File: src/rtl/tape_ram_injector_pkg.sv
// Shared constants for the cassette-to-RAM write injector: default widths, FSM encoding
// and the Lynx RAM load base address.
package tape_ram_injector_pkg;

    localparam int unsigned ADDR_W_DEF     = 16;
    localparam int unsigned DATA_W         = 8;
    localparam int unsigned DEPTH_LOG2_DEF = 4;

    localparam logic [15:0] LYNX_RAM_BASE = 16'h694D;

    localparam logic [1:0] ST_IDLE = 2'd0;
    localparam logic [1:0] ST_REQ  = 2'd1;
    localparam logic [1:0] ST_DONE = 2'd2;

endpackage

File: src/rtl/tape_ram_injector_if.sv
// Shared main-RAM write port: request/grant handshake plus address, data and write strobe.
interface tape_ram_injector_if #(
    parameter int unsigned ADDR_W = 16
) ();

    logic              ram_req;
    logic              ram_gnt;
    logic [ADDR_W-1:0] ram_addr;
    logic [7:0]        ram_din;
    logic              ram_we;

    modport master (
        output ram_req,
        output ram_addr,
        output ram_din,
        output ram_we,
        input  ram_gnt
    );

    modport slave (
        input  ram_req,
        input  ram_addr,
        input  ram_din,
        input  ram_we,
        output ram_gnt
    );

endinterface

File: src/rtl/tape_wr_fifo.sv
// Synchronous FIFO buffering captured tape writes; a full FIFO still accepts a push
// in the same cycle as a pop, since the pop frees the slot.
module tape_wr_fifo #(
    parameter int unsigned WIDTH      = 24,
    parameter int unsigned DEPTH_LOG2 = 4
) (
    input  logic             clk,
    input  logic             reset,
    input  logic             push,
    input  logic [WIDTH-1:0] wdata,
    input  logic             pop,
    output logic [WIDTH-1:0] rdata,
    output logic             full,
    output logic             empty
);

    localparam int unsigned DEPTH = 1 << DEPTH_LOG2;
    localparam int unsigned PTR_W = DEPTH_LOG2 + 1;

    logic [PTR_W-1:0] wr_ptr;
    logic [PTR_W-1:0] rd_ptr;
    logic [WIDTH-1:0] mem [DEPTH];
    logic             do_push;
    logic             do_pop;

    assign empty   = (wr_ptr == rd_ptr);
    assign full    = (wr_ptr[DEPTH_LOG2] != rd_ptr[DEPTH_LOG2]) &&
                     (wr_ptr[DEPTH_LOG2-1:0] == rd_ptr[DEPTH_LOG2-1:0]);
    assign do_pop  = pop && !empty;
    assign do_push = push && (!full || do_pop);
    assign rdata   = mem[rd_ptr[DEPTH_LOG2-1:0]];

    always_ff @(posedge clk or posedge reset) begin
        if (reset) begin
            wr_ptr <= '0;
            rd_ptr <= '0;
        end else begin
            if (do_push) wr_ptr <= wr_ptr + PTR_W'(1);
            if (do_pop)  rd_ptr <= rd_ptr + PTR_W'(1);
        end
    end

    // Storage needs no reset; contents are only read behind valid pointers.
    always_ff @(posedge clk) begin
        if (do_push) mem[wr_ptr[DEPTH_LOG2-1:0]] <= wdata;
    end

endmodule

File: src/rtl/tape_ram_injector.sv
// Turns the TAP parser's level-qualified write stream into discrete FIFO-buffered writes
// and injects them into the shared RAM port on CPU grant, with load progress reporting.
module tape_ram_injector
    import tape_ram_injector_pkg::*;
#(
    parameter int unsigned DEPTH_LOG2 = DEPTH_LOG2_DEF,
    parameter int unsigned ADDR_W     = ADDR_W_DEF
) (
    input  logic                 clk,
    input  logic                 reset,
    input  logic                 tape_wr,
    input  logic [ADDR_W-1:0]    tape_addr,
    input  logic [7:0]           tape_dout,
    input  logic                 load_active,
    tape_ram_injector_if.master  ram,
    output logic                 busy,
    output logic [15:0]          byte_count,
    output logic                 overflow
);

    localparam int unsigned ENTRY_W = ADDR_W + DATA_W;

    logic [1:0]         state, state_n;
    logic               tape_wr_q;
    logic [ADDR_W-1:0]  last_addr;
    logic               load_q;

    logic               req_q, req_n;
    logic               we_q, we_n;
    logic [ADDR_W-1:0]  addr_q, addr_n;
    logic [7:0]         din_q, din_n;
    logic [15:0]        count_n;
    logic               ovf_n;
    logic               busy_n;

    logic               capture, push, pop, load_rise, ovf_evt;
    logic               fifo_full, fifo_empty;
    logic [ENTRY_W-1:0] head;

    assign ram.ram_req  = req_q;
    assign ram.ram_we   = we_q;
    assign ram.ram_addr = addr_q;
    assign ram.ram_din  = din_q;

    tape_wr_fifo #(
        .WIDTH      (ENTRY_W),
        .DEPTH_LOG2 (DEPTH_LOG2)
    ) u_fifo (
        .clk   (clk),
        .reset (reset),
        .push  (push),
        .wdata ({tape_addr, tape_dout}),
        .pop   (pop),
        .rdata (head),
        .full  (fifo_full),
        .empty (fifo_empty)
    );

    always_ff @(posedge clk or posedge reset) begin
        if (reset) begin
            state      <= ST_IDLE;
            tape_wr_q  <= 1'b0;
            last_addr  <= '0;
            load_q     <= 1'b0;
            req_q      <= 1'b0;
            we_q       <= 1'b0;
            addr_q     <= '0;
            din_q      <= '0;
            busy       <= 1'b0;
            byte_count <= '0;
            overflow   <= 1'b0;
        end else begin
            state      <= state_n;
            tape_wr_q  <= tape_wr;
            load_q     <= load_active;
            if (capture) last_addr <= tape_addr;
            req_q      <= req_n;
            we_q       <= we_n;
            addr_q     <= addr_n;
            din_q      <= din_n;
            busy       <= busy_n;
            byte_count <= count_n;
            overflow   <= ovf_n;
        end
    end

    // Next-state, capture qualification and registered-output next values.
    always_comb begin
        state_n   = state;
        req_n     = req_q;
        we_n      = 1'b0;
        addr_n    = addr_q;
        din_n     = din_q;
        pop       = 1'b0;

        capture   = tape_wr && (!tape_wr_q || (tape_addr != last_addr));
        load_rise = load_active && !load_q;

        case (state)
            ST_IDLE: begin
                if (!fifo_empty) begin
                    {addr_n, din_n} = head;
                    req_n           = 1'b1;
                    state_n         = ST_REQ;
                end
            end
            ST_REQ: begin
                if (ram.ram_gnt) begin
                    we_n    = 1'b1;
                    pop     = 1'b1;
                    state_n = ST_DONE;
                end
            end
            ST_DONE: begin
                if (!fifo_empty) begin
                    {addr_n, din_n} = head;
                    req_n           = 1'b1;
                    state_n         = ST_REQ;
                end else begin
                    req_n   = 1'b0;
                    state_n = ST_IDLE;
                end
            end
            default: begin
                req_n   = 1'b0;
                state_n = ST_IDLE;
            end
        endcase

        push    = capture && (!fifo_full || pop);
        ovf_evt = capture && fifo_full && !pop;

        if (load_rise)
            count_n = '0;
        else if (pop && (byte_count != 16'hFFFF))
            count_n = byte_count + 16'd1;
        else
            count_n = byte_count;

        ovf_n  = (load_rise ? 1'b0 : overflow) | ovf_evt;

        // A pop always moves the FSM to DONE, so only the push can make an empty FIFO busy.
        busy_n = (state_n != ST_IDLE) || !fifo_empty || push;
    end

endmodule

File: src/flat_wrapper.sv
// flat-port wrapper written by rule: the top's interface ports become plain ports
module tape_ram_injector_flat import tape_ram_injector_pkg::*;
#(
    parameter int unsigned DEPTH_LOG2 = DEPTH_LOG2_DEF,
    parameter int unsigned ADDR_W     = ADDR_W_DEF
)
  (clk, reset, tape_wr, tape_addr, tape_dout, load_active, busy, byte_count, overflow, ram_ram_req, ram_ram_addr, ram_ram_din, ram_ram_we, ram_ram_gnt);
  tape_ram_injector_if #(.ADDR_W(ADDR_W)) ram_i ();
  input  logic clk;
  input  logic reset;
  input  logic tape_wr;
  input  logic [ADDR_W-1:0] tape_addr;
  input  logic [7:0] tape_dout;
  input  logic load_active;
  output logic busy;
  output logic [15:0] byte_count;
  output logic overflow;
  output wire logic [$bits(ram_i.ram_req)-1:0] ram_ram_req;
  output wire logic [$bits(ram_i.ram_addr)-1:0] ram_ram_addr;
  output wire logic [$bits(ram_i.ram_din)-1:0] ram_ram_din;
  output wire logic [$bits(ram_i.ram_we)-1:0] ram_ram_we;
  input wire logic [$bits(ram_i.ram_gnt)-1:0] ram_ram_gnt;
  assign ram_ram_req = ram_i.ram_req;
  assign ram_ram_addr = ram_i.ram_addr;
  assign ram_ram_din = ram_i.ram_din;
  assign ram_ram_we = ram_i.ram_we;
  assign ram_i.ram_gnt = ram_ram_gnt;
  tape_ram_injector #(.DEPTH_LOG2(DEPTH_LOG2), .ADDR_W(ADDR_W)) u_core (.clk(clk), .reset(reset), .tape_wr(tape_wr), .tape_addr(tape_addr), .tape_dout(tape_dout), .load_active(load_active), .ram(ram_i), .busy(busy), .byte_count(byte_count), .overflow(overflow));
endmodule
File: config.mk
export PLATFORM = sky130hd
export DESIGN_NAME = tape_ram_injector_flat
export DESIGN_NICKNAME = d
export VERILOG_FILES = /design/src/rtl/tape_ram_injector_pkg.sv /design/src/rtl/tape_ram_injector_if.sv /design/src/rtl/tape_wr_fifo.sv /design/src/rtl/tape_ram_injector.sv /design/src/flat_wrapper.sv
export SDC_FILE = /design/constraint.sdc
export NUM_CORES = 1
export LEC_CHECK = 0
export BUFFER_PORTS_ARGS = -buffer_cell sky130_fd_sc_hd__buf_2
export CELL_PAD_IN_SITES_DETAIL_PLACEMENT = 2
export CELL_PAD_IN_SITES_GLOBAL_PLACEMENT = 2
export CORE_MARGIN = 3
export CORE_UTILIZATION = 45
export CTS_CLUSTER_DIAMETER = 80
export DETAILED_ROUTE_END_ITERATION = 6
export GPL_ROUTABILITY_DRIVEN = 0
export PLACE_DENSITY = 0.8
export SYNTH_ARGS = -nofsm -noshare
export SYNTH_HDL_FRONTEND = slang
export SYNTH_SLANG_ARGS = --single-unit
File: constraint.sdc
create_clock -name clk -period 11 [get_ports clk]
set_clock_uncertainty 0.2 [all_clocks]
set_input_delay 0 -clock clk [delete_from_list [all_inputs] [get_ports clk]]
set_output_delay 0 -clock clk [all_outputs]
set_load 0.05 [all_outputs]
==> run summary, run 1 <==
The flow ran to the end, and the final reports show no timing, DRC or antenna violations. The most common cell in the synthesized netlist was sky130_fd_sc_hd__edfxtp_1. The power density over the cells works out to 266 nW/um2. The summed negative setup slack over all endpoints is 0 ns, and the overall global routing resource usage is 24.6%.

The number of antenna violations at the first check in global routing is 0. After synthesis, the cell types taking the most area are sky130_fd_sc_hd__edfxtp_1, sky130_fd_sc_hd__mux4_2, sky130_fd_sc_hd__dfrtp_1. Global route total overflow: 0. The path class of the tightest hold or removal check is in2reg. The number of violations of the max-capacitance limit is 0. For this design, the slowest cell found on the critical path is sky130_fd_sc_hd__dfrtp_4. TritonCTS created 49 clock buffers. The layout-stage area growth over the synthesis result is 16.3%, and the number of top-level design ports is 73.

The logs give 31.5% for the met1 routing resource usage after global routing and 2 for the level count of the clock H-tree. The total count of hold-check failures in the final report was 0; the global routing usage on met3 was 3.83%. Once the clock tree was built, the resizer swapped 0 gates to a different size. The routed design has 50800 um of wire. The die covers 42800 um2.

The peak per-stage delay on the critical path is 0.83 ns, and the post-synthesis area per instance is 20.0 um2. The tools report the kind of start point of the critical path as a flip-flop. For the worst flop-to-flop path, the logic depth is 7. Among all flip-flop cells after synthesis, the most frequent one is sky130_fd_sc_hd__edfxtp_1.

The number of flip-flops and latches in the synthesized netlist works out to 458. Proportion of synthesized flip-flops having asynchronous set or reset: 16.2%. For this configuration, the core starts out at a cell density of 46.2%. Setup repair after global routing left no endpoint under its margin.

The clock sink total was 458; the vertical die dimension was 207 um. Synthesis produced a netlist whose cell count is 907. The tools report the number of distinct library cells after synthesis as 44. Across all setup checks in the final design, the least slack found is 6.95 ns.

TritonCTS built the clock tree. The half-perimeter wire length after detailed placement came out at 28700 um. The nature of the critical path endpoint is a flip-flop.

Of all nets on the critical path, the largest fanout is 41. Headroom to the max-slew limit came out at 20.2%. The logs give 41.8% for the part of the power in registers and 72 for the floorplan row count.

Via count: 9425. The reg-to-reg setup timing slack is 6.95 ns, and the count of buffers inserted at the top-level ports is 72. Setup violations remaining at the end of the flow were counted as 0.

The layer flagged by global routing as most heavily used is met2. For the count of pins over their slew limit, the log shows 0. The signal on the critical path passes through buf_4, buf_4, mux4_2, nor2b_1, a211oi_1, a21oi_1, mux2_2. In the synthesized netlist, the cells that appear most often are sky130_fd_sc_hd__edfxtp_1, sky130_fd_sc_hd__mux4_2, sky130_fd_sc_hd__dfrtp_1, sky130_fd_sc_hd__xor2_1, sky130_fd_sc_hd__mux2_2.

The mapped netlist covers 18200 um2. The run gives 31 as the total of hold buffers inserted after clock tree synthesis. The dominant cell type by count on the critical path was sky130_fd_sc_hd__buf_4.

The clock root buffer master was sky130_fd_sc_hd__clkbuf_16. The DRC violation total after the first TritonRoute iteration was 927. Path type of the worst setup path: reg2reg. Tracing the worst setup path back leads to its startpoint at u_core.u_fifo.rd_ptr[1]$_DFFE_PP0P_. After clock tree synthesis, the clock-pin slew on the worst setup and hold paths is 0.06 ns. The largest area contributor in the synthesized netlist is sky130_fd_sc_hd__edfxtp_1.

For the pin with the worst max-slew slack, the measured transition is 1.19 ns. Logic gate share of total power: 29.2%. The sequential element share of the synthesized area is 73.7%, and the leakage power of the design is 7.25 nW.

The routed length per instance was 31.7 um. The logs give 66 for the maximum number of pins on one net before global-route repair and 3.76 mW for the internal power component. The longest clock path from root to sink contains 3 buffers. Following the worst setup path forward leads to its endpoint at u_core.ram.ram_addr[9]$_DFFE_PP0P_.

For this run, design rule violations remaining after detail routing come to 0. The startpoint of the most critical register-to-register path was u_core.u_fifo.rd_ptr[1]$_DFFE_PP0P_. The highest clock frequency the design can meet was 247 MHz; the fraction of met2 tracks used by global routing was 44.0%.

In this run, synthesis inferred 384 flip-flops with an integrated enable. The tightest hold path in the finished design has a slack of 0.132 ns. The ratio of cells with drive above 1 in the final layout is 31.0%, and the portion of the clock cycle consumed by the worst path in the final layout is 36.8%. The via count of the first global-routing pass was 10.7k; the clock latency on the worst-skew pair was 0.59 ns. For this design the total switching power over the nets is 1.85 mW.

From left edge to right edge, the die measures 207 um. The detail route stage leaves a number of antenna-violating nets equal to 0. The core region is 39300 um2.

During synthesis, Yosys emitted a total of 0 warnings. The wire length of the first global-routing pass was 75200 um; the data arrival time of the critical path was 4.32 ns. In this run, the clock network consumes 29.0% of the power. At the worst endpoint, the required time is 11.27 ns. The number of vias per cell is 5.87, and the switching portion of total power is 33.0%. Before antenna repair, the detailed router went through 5 iterations. The peak supply drop is 0.000163 V, and the antenna diode instance count is 0.

The run gives 6.82 ns as the placement-stage worst setup slack. The top cell type by area accounts for 63.5% of the synthesized area. In this run the critical register-to-register path is captured at u_core.ram.ram_addr[9]$_DFFE_PP0P_. Post-CTS timing repair inserted 0 buffers for setup. For this run, the post-layout net count is 1082. The shortest period the worst path allows works out to 4.05 ns. The post-synth net total was 942.
[final cells by class]
cell class	instances	area [um2]
clock inverter	20	204
tap	518	648
fill	3383	18200
timing repair buffer	133	896
multi-input combinational	398	4570
sequential	458	13400
inverter	7	27.5
clock buffer	72	1370
[metrics by stage]
stage / cell area [um2] / util [%] / power, mW / std cells
final: 21100 / 53.7 / 5.61 / 1606
after global routing: 21100 / 53.7 / 5.85 / 1606
after CTS: 21100 / 53.7 / 5.67 / 1606
after detailed placement: 19200 / 48.9 / 4.01 / 1483
after global placement: 19200 / 48.9 / 3.90 / 1483
after floorplan: 18200 / - / 3.52 / 907
[per-layer routing]
metal	up-vias	share of wire (%)
li1	3948	-
met1	5133	40
met2	259	54
met3	85	3.8
met4	0	2.6
met5	-	0
[power by group through the flow]
stage	combinational [mW]	clock (mW)	sequential, mW
after floorplan	1.11	0	2.41
after global placement	1.54	0	2.35
after detailed placement	1.63	0	2.38
after CTS	1.65	1.66	2.35
after global routing	1.75	1.72	2.38
final	1.64	1.63	2.35
[state kept, by name (all words and copies together) (netlist names)]
name and count:
u_core.state 2, u_core.overflow 1, u_core.last_addr 16, u_core.u_fifo.wr_ptr 5
u_core.u_fifo.mem 384, u_core.u_fifo.rd_ptr 5, u_core.ram.ram_din 8, u_core.ram.ram_we 1
u_core.byte_count 16, u_core.load_q 1, u_core.tape_wr_q 1, u_core.busy 1
u_core.ram.ram_addr 16, u_core.ram.ram_req 1
[critical path, delay by kind of cell (launching register included)]
kind                   cells  cell delay [ns]
buffers and inverters      2             1.42
muxes                      2             0.93
DFF                        1             0.83
AOI/OAI and AO/OA          2             0.38
and+or+nand+nor            1             0.15
[cell families after synthesis]
family	Yosys count	share of synthesized area, %
multiplexers	163	16.2
AND/OR/NAND/NOR	121	3.69
flip-flops	458	73.7
adder cells (fa/ha/maj)	6	0.413
buffers and inverters	51	1.62
XOR/XNOR	42	2.03
AO/OA/AOI/OAI	66	2.37
[worst min path at each step]
stage	start	endpoint	slack, ns	cells after the start
finish	tape_wr	u_core.tape_wr_q$_DFF_PP0_	0.13	2
global route	tape_wr	u_core.tape_wr_q$_DFF_PP0_	0.13	2
CTS	tape_wr	u_core.tape_wr_q$_DFF_PP0_	0.1	2
detailed placement	reset	u_core.ram.ram_addr[8]$_DFFE_PP0P_	-0.07	2
global placement	reset	u_core.ram.ram_addr[8]$_DFFE_PP0P_	-0.1	2
floorplan	load_active	u_core.load_q$_DFF_PP0_	-0.17	0
[layout by cell type (no fill, tap or decap), drive strengths merged, types with 2 or more instances in the layout]
cell type	count
nor2	23
and2	3
nor3	7
ha	6
or2	2
o2111ai	3
nand2	15
o211a	2
xnor2	8
clkbuf	72
and4	3
inv	7
nor2b	25
mux2i	25
bufinv	3
and3	2
mux4	96
a21oi	28
nand3b	2
edfxtp	384
nor4	20
nand4	6
o21ai	4
clkinv	15
a211oi	24
dfrtp	74
nand2b	3
buf	102
dlygate4sd3	31
nand3	8
xor2	34
clkinvlp	2
mux2	42
No activity file was read; power rests on OpenSTA's default activity.
==> inputs of run 2 (changes only) <==
Settings changed: ABC_AREA set to 1, CORE_UTILIZATION 45 to 42, PLACE_DENSITY 0.8 to 0.84.
Clock period 11 ns to 4 ns, I/O delays scaled along.
==> run 2 against run 1 <==
  * Fmax increased by 33%
  * Largest power group unchanged
  * Critical path depth increased by 1
  * Critical path type unchanged
  * Synthesized cell count grew 81%
  * First-iteration DRC count up 43%
  * Clock power grew to 2.7 times the previous value
  * Design area up 2.6%
==> run summary, run 2 <==
The final layout contains routed wiring with a total length of 66800 um. The number of resized instances in the post-cts repair step is 0. The run finished with clean final reports. The post-synthesis area per instance was 11.4 um2; the proportion of synthesized flip-flops having asynchronous set or reset was 16.2%. The logs give 22.5% for the remaining max-slew budget at the tightest pin and 1681 for the post-synth net total.

For the worst setup path, the data arrival time is 3.06 ns. For this configuration, the core starts out at a cell density of 43.1%. The post-route netlist has 10.9% of its cells at a drive strength greater than 1. The part of the power in registers is 38.5%. The fraction of post-synthesis cell area in the top cell type by area came out at 61.2%. Across the VDD grid, the largest voltage drop is 0.000490 V. The library cell used most frequently in the layout, excluding fill and tap cells, is sky130_fd_sc_hd__edfxtp_1.

The highest signal layer in the routed design is met4. In this run the deepest clock path goes through 3 buffers. In this run the remaining antenna-violating nets after routing total 0. Counting every instance in the synthesized netlist gives 1646. Summing all placed instances gives a cell area of 19900 um2. Net switching is 40.3% of the power. The cell sitting at the root of the clock tree is a sky130_fd_sc_hd__clkbuf_16. Combinational logic is responsible for 34.2% of the overall power.

The top cell types in the final layout, fill and taps aside, are sky130_fd_sc_hd__edfxtp_1, sky130_fd_sc_hd__nor2_1, sky130_fd_sc_hd__nand2_1. The commonest cells after synthesis are sky130_fd_sc_hd__edfxtp_1, sky130_fd_sc_hd__nor2_1, sky130_fd_sc_hd__nand2_1, sky130_fd_sc_hd__o21ai_0, sky130_fd_sc_hd__dfrtp_1. Summed over all nets, wire length on met2 after detailed routing comes to 34100 um. After the last flow step, the layout net total stands at 1779. The number of flip-flops and latches in the synthesized netlist is 458. The clock net in this run drives a total of 458 sinks. From synthesis to final layout, the design area changed by 15.0%.

In this run, synthesis inferred 384 flip-flops with an integrated enable. The floorplan step defined a die boundary enclosing 47400 um2. Main flop type after synthesis: sky130_fd_sc_hd__edfxtp_1. For this run, the top clock speed supported by timing is 329 MHz.

The leakage power of the design was 7.94 nW; the flip-flop count of the largest register after layout was 384. The netlist area before placement came out at 18800 um2. Clock-pin slew was measured on the worst setup and hold paths at 0.06 ns. The kind of cell with the highest combined delay along the critical path is buffers and inverters.

The dominant cell type by count on the critical path was sky130_fd_sc_hd__buf_4. Port buffering added 72 buffers. In this design, the stage delay of the slowest critical-path cell is 0.73 ns. Yosys printed 0 warnings. The HPWL after detailed placement is 37100 um.

The number of vias per cell came out at 5.73. The post-route total power is 16.0 mW, and the final setup violation count is 0. The number of buffers and inverters on the critical path is 2. Setup repair after global routing left no endpoint under its margin. Floorplan row count: 76.

With fillers left out, the area of the finished cells amounts to 21700 um2. The internal power of the cells totals 9.56 mW. The tool flagged a number of max-cap violations equal to 0.

The die is 218 um wide. The path class of the tightest hold or removal check is in2reg. Yosys mapped the design onto 34 distinct sky130hd cell types.

The routed design could run at a clock period as short as 3.04 ns. The total net switching power came out at 6.46 mW. Path type of the worst setup path: reg2reg. For the via count of the first global-routing pass, the log shows 15.6k. TritonCTS built the clock tree.

The antenna diode instance count is 0. The wire length of the first global-routing pass came out at 101000 um. The run gives 3 as the number of antenna violations at the first check in global routing. The portion of the clock cycle consumed by the worst path in the final layout is 76.0%, and the total clock buffers created by CTS is 49. Clock latency on the worst-skew pair, taken at its later pin, is 0.60 ns.

The clock network fraction of total power was 27.3%. The biggest area contributor in the post-synthesis netlist is sky130_fd_sc_hd__edfxtp_1. The run gives 0 as the remaining routing DRC violations. After the first detailed-routing iteration, the DRC count stood at 1323. The first TritonRoute pass finished after 5 iterations. In the global route stage, overall resource usage came out at 28.6%. After floorplanning, the core was sized to cover 43600 um2. Power spread over the standard cell area amounts to 740 nW/um2. On the critical path, the stage with the largest delay is an instance of sky130_fd_sc_hd__dfrtp_4. After detailed routing, the average wire length per cell comes to 28.2 um. The kind of start point of the critical path is a flip-flop.

The total count of hold-check failures in the final report is 0. In this run the worst path has a maximum fanout of 36. The logs give 2 for the level count of the clock H-tree and 4.02 ns for the data required time at the worst endpoint. The tools report the number of top-level design ports as 73. The global route total overflow came out at 0. By area the synthesized netlist is led by sky130_fd_sc_hd__edfxtp_1, sky130_fd_sc_hd__dfrtp_1, sky130_fd_sc_hd__nor2_1. The summed negative setup slack over all endpoints was 0 ns; the via count was 13.6k. Count of pins over their slew limit: 0.

The die is 218 um tall. The critical path goes through xor2_1, nor2_1, and2_4, nand2_4, nand3_2, buf_4, nor2_2, buf_4. STA classifies the critical path endpoint as a flip-flop. For the pin with the worst max-slew slack, the measured transition is 1.16 ns. Detailed routing placed a total of 3300 um of wire on met3. The most common cell in the synthesized netlist is sky130_fd_sc_hd__edfxtp_1. The share of the Yosys chip area taken by registers is 71.1%. The maximum number of pins on one net before global-route repair was 162.

The detailed router put a total of 27100 um of wire on met1.
==> run 2: cell types whose count changed after synthesis, sizes merged, moves of 25 or more <==
cell and change:
a21oi -28, clkbuf +30, inv +64, mux2 -42, mux2i -25, mux4 -96
nand2 +273, nand3 +36, nor2 +300, nor2b -25, o211ai +47, o21ai +244
==> run 2: stage by stage <==
step | instances | utilization (%) | setup WS, ns | hold slack [ns]
3_5_place_dp | 2247 | 45.5 | 1.05 | -0.0759
2_1_floorplan | 1646 | - | 1.10 | -0.169
3_3_place_gp | 2247 | 45.5 | 1.22 | -0.0782
6_report | 2369 | 49.6 | 0.960 | 0.0471
5_1_grt | 2369 | 49.6 | 0.798 | 0.0660
4_1_cts | 2369 | 49.6 | 0.997 | 0.0195
==> run 2: final timing paths <==
kind,from,endpoint,slack (ns),cells past startpoint
worst max-delay path,u_core.u_fifo.rd_ptr[0]$_DFFE_PP0P_,u_core.u_fifo.mem[12][11]$_DFFE_PP_,0.96,8
worst min-delay path,tape_wr,u_core.tape_wr_q$_DFF_PP0_,0.05,2
worst max register to register,u_core.u_fifo.rd_ptr[0]$_DFFE_PP0P_,u_core.u_fifo.mem[12][11]$_DFFE_PP_,0.96,8
worst min register to register,u_core.ram.ram_din[5]$_DFFE_PP0P_,u_core.ram.ram_din[5]$_DFFE_PP0P_,0.27,2
max in group asynchronous,reset,u_core.ram.ram_din[5]$_DFFE_PP0P_,2.09,5
min in group asynchronous,reset,u_core.u_fifo.rd_ptr[0]$_DFFE_PP0P_,0.49,4
==> run 2: kinds of logic after synthesis <==
kind of cell,share of synthesized area [%]
AO/OA/AOI/OAI,9.42
XOR/XNOR,1.07
adder cells (fa/ha/maj),0.399
buffers and inverters,3.77
flip-flops,71.1
AND/OR/NAND/NOR,14.3
==> run 2: layout make-up <==
type | instances | area [um2]
clock buffers | 80 | 1410
clock inverters | 11 | 76.3
fillers | 4237 | 22000
inverters | 72 | 279
multi-input cells | 1028 | 4830
flip-flops and latches | 458 | 13400
well taps | 585 | 732
repair buffers | 135 | 948
==> run 2: repair_timing <==
item	4_1_cts	5_1_grt
endpoints found under the hold margin	466	0
hold buffers	31	0
buffers inserted	0	0
==> run 2: metal layers <==
layer / GRT usage, % / vias to the layer above
met1: 36.1 / 7061
met3: 4.18 / 142
met2: 50.0 / 464
met5: 0 / -
li1: - / 5902
met4: 10.9 / 0
==> run 2: worst reg2reg max path, delay by kind of cell, from the launching register on <==
kind / cells / cell delay [ns]
xor gates and xnor gates: 1 / 0.26
DFF: 1 / 0.73
and+or+nand+nor: 5 / 0.63
buffers and inverters: 2 / 0.83
==> run 2: power groups by stage <==
stage          combinational (mW)  sequential (mW)  clock, mW
2_1_floorplan                3.10             6.56          0
3_3_place_gp                 4.87             6.16          0
3_5_place_dp                 5.32             6.23          0
4_1_cts                      5.50             6.15       4.43
5_1_grt                      6.05             6.22       4.61
6_report                     5.48             6.17       4.38
==> inputs of run 3 (changes only) <==
Settings changed: ABC_AREA 1 to 0, CORE_UTILIZATION 42 to 45, PLACE_DENSITY 0.84 to 0.8.
Clock period 4 ns to 2.8 ns, I/O delays scaled along.
==> run 3 against run 2 <==
  * Routed wire length down 19%
  * Flip-flop and latch count unchanged
  * Sequential power up 44%
  * Design area up 0.68%
  * Worst hold slack better by 0.057 ns
  * Register-to-register slack worse by 0.85 ns
  * Sequential share of layout area down 0.39 points
  * Die area down 9.7%
  * Combinational power up 39%
  * Fmax up 13%
  * Critical path depth down 1
==> run summary, run 3 (same netlist as run 1, synthesis figures left out) <==
The flow ran to the end, and the final reports show no timing, DRC or antenna violations. Global routing consumed, on the met2 layer, 45.5% of the routing resources. Global routing used 3.87% of the available met3 tracks. The level count of the clock H-tree is 2. In this run the standard cell core region covers 39300 um2. The tools report the number of antenna violations at the first check in global routing as 0.

The worst setup path is of the reg2reg kind. Clock-pin slew was measured on the worst setup and hold paths at 0.07 ns. The tools report the maximum number of pins on one net before global-route repair as 76. After layout, the worst setup slack is 0.112 ns. Summing over every cut layer, the via total after detailed routing is 9768.

Once detailed placement completed, the half-perimeter wirelength came to 31600 um. The number of vias per cell is 5.95. The clock reaches the later pin of the worst-skew pair after 0.60 ns. The final layout contains routed wiring with a total length of 54200 um. CTS placed an instance of sky130_fd_sc_hd__clkbuf_16 at the clock tree root. The tools report the DRC violation total after the first TritonRoute iteration as 918. The logs give 1119 for the number of nets in the final layout and 38.5% for the part of the power in registers. The count of pins over their slew limit is 0.

The layer carrying the most global-route usage is met2. The number of filler instances in the final layout was 3329. In this run the critical register-to-register path is launched from u_core.u_fifo.rd_ptr[1]$_DFFE_PP0P_.

The wire length of the first global-routing pass is 78700 um. After the flow finishes, the layout carries non-filler instances totaling 1642. Leaving out fill and tap cells, the most frequent cell in the layout is sky130_fd_sc_hd__edfxtp_1. The repair_antennas step left the layout with diodes totalling 0.

Of the cells placed in the final design, the portion with a size suffix greater than 1 is 32.9%. The switching portion of total power is 33.2%. Setup slack on the worst reg-to-reg path comes out at 0.11 ns. TritonCTS built the clock tree.

Setup violations remaining at the end of the flow were counted as 0. The placement-stage worst setup slack was -0.106 ns. The most critical setup path has its endpoint at u_core.ram.ram_addr[9]$_DFFE_PP0P_. The portion of the clock cycle consumed by the worst path in the final layout was 96.0%.

The number of cells on the worst reg-to-reg path is 7. Of all nets on the critical path, the largest fanout is 14. The tools report the initial standard-cell utilization of the core as 46.2%. The internal power of the cells totals 15.4 mW. The leakage power of the design is 7.54 nW, and the residual antenna-violating net count after detailed routing is 0.

The start point of the critical path is u_core.u_fifo.rd_ptr[1]$_DFFE_PP0P_. The worst register-to-register path ends at u_core.ram.ram_addr[9]$_DFFE_PP0P_. The shortest period the worst path allows is 2.69 ns. Max-cap violations in this run came to 0. In this run the horizontal extent of the chip is 207 um.

In this run, CTS created clock tree buffers numbering 48. STA classifies the critical path startpoint as a flip-flop. The layout-stage area growth over the synthesis result works out to 20.1%.

The area enclosed by the die boundary was 42800 um2; the total net switching power was 7.63 mW. The tools report the nature of the critical path endpoint as a flip-flop. The logic gate share of total power is 33.1%. The tightest min-delay check is of the in2reg type. For the highest clock frequency the design can meet, the log shows 372 MHz. For this run, the total global-route usage over all layers was measured as 26.0%. The transition at the pin with the smallest max-transition slack was 0.812 ns. The number of top-level design ports came out at 73. Leaving out fill and tap cells, the most frequent cells in the layout are sky130_fd_sc_hd__edfxtp_1, sky130_fd_sc_hd__mux4_2, sky130_fd_sc_hd__buf_2. The clock network burns 28.4% of the power. The total count of hold-check failures in the final report is 0, and the count of buffers inserted at the top-level ports is 72. The register with the most flip-flops in the layout has 384 of them.

The run gives 0.000775 V as the peak supply drop. The met1 routing resource usage after global routing is 33.3%. Setup repair after global routing left no endpoint under its margin. The via count of the first global-routing pass was 10.9k; the cell count after placement was 1516. The floorplan row count is 72. The power density over the cells is 1050 nW/um2. The data arrival time of the critical path was 2.95 ns; the iteration count of the initial detailed-routing pass was 5. After detailed routing, the average wire length per cell comes to 33.0 um. In the routed design, unresolved DRC markers number 0.

The tools report the data required time at the worst endpoint as 3.07 ns. The clock drives 458 sinks. Global route total overflow: 0.

The die is 207 um tall. The worst pin sits at a relative slew slack of 45.9%. The clock passes through at most 3 buffers.
[run 3: cell type report]
class / count / area, um2 / share of cell area [%]
clock buffer: 67 / 1350 / 6.17
clock inverter: 23 / 239 / 1.10
inverter: 7 / 28.8 / 0.132
multi-input combinational: 398 / 4690 / 21.5
sequential: 458 / 13400 / 61.4
tap: 518 / 648 / 2.97
timing repair buffer: 171 / 1460 / 6.71
[run 3: critical path: stages (launching register included)]
cell                       delay, ns
sky130_fd_sc_hd__dfrtp_4        0.49
sky130_fd_sc_hd__buf_16         0.20
sky130_fd_sc_hd__buf_12         0.20
sky130_fd_sc_hd__mux4_2         0.51
sky130_fd_sc_hd__nor2b_1        0.19
sky130_fd_sc_hd__a211oi_2       0.27
sky130_fd_sc_hd__a21oi_1        0.12
sky130_fd_sc_hd__mux2_2         0.34
[run 3: stage by stage]
step,power [mW],TNS (ns),area [um2],hold slack (ns),utilization (%)
after global routing,23.9,0,21800,0.123,55.5
final,23.0,0,21800,0.104,55.5
after floorplan,13.9,-16.44,18300,-0.169,-
after detailed placement,16.4,-13.81,19800,-0.0868,50.5
after CTS,23.1,0,21700,0.0785,55.3
after global placement,16.0,0,19800,-0.0851,50.5
[run 3: layer usage]
metal / share of wire, % / up-vias
met5: 0 / -
met4: 3.2 / 0
met3: 4.9 / 106
met2: 53 / 323
met1: 39 / 5310
li1: - / 4029
[run 3: how the worst min path moves through the flow]
stage / startpoint / to / slack [ns] / cells past startpoint
5_1_grt: tape_wr / u_core.tape_wr_q$_DFF_PP0_ / 0.12 / 2
3_3_place_gp: reset / u_core.last_addr[11]$_DFFE_PP0P_ / -0.09 / 2
4_1_cts: tape_wr / u_core.tape_wr_q$_DFF_PP0_ / 0.08 / 2
2_1_floorplan: load_active / u_core.load_q$_DFF_PP0_ / -0.17 / 0
6_report: tape_wr / u_core.tape_wr_q$_DFF_PP0_ / 0.10 / 2
3_5_place_dp: reset / u_core.last_addr[11]$_DFFE_PP0P_ / -0.09 / 2
[run 3: power by group through the flow]
stage	sequential (mW)	clock, mW	combinational (mW)
finish	8.86	6.52	7.62
CTS	8.84	6.65	7.62
detailed placement	8.94	0	7.47
global route	8.92	6.90	8.06
floorplan	9.45	0	4.50
global placement	8.83	0	7.12
[run 3: what timing repair did]
| action | 4_1_cts | 5_1_grt |
|---|---|---|
| cloned | 0 | 1 |
| endpoints found under the hold margin | 504 | 0 |
| pin swaps | 0 | 1 |
| hold buffers | 31 | 0 |
| setup buffers | 0 | 4 |
| resized for setup | 1 | 6 |
| setup endpoints to repair | 144 | 41 |
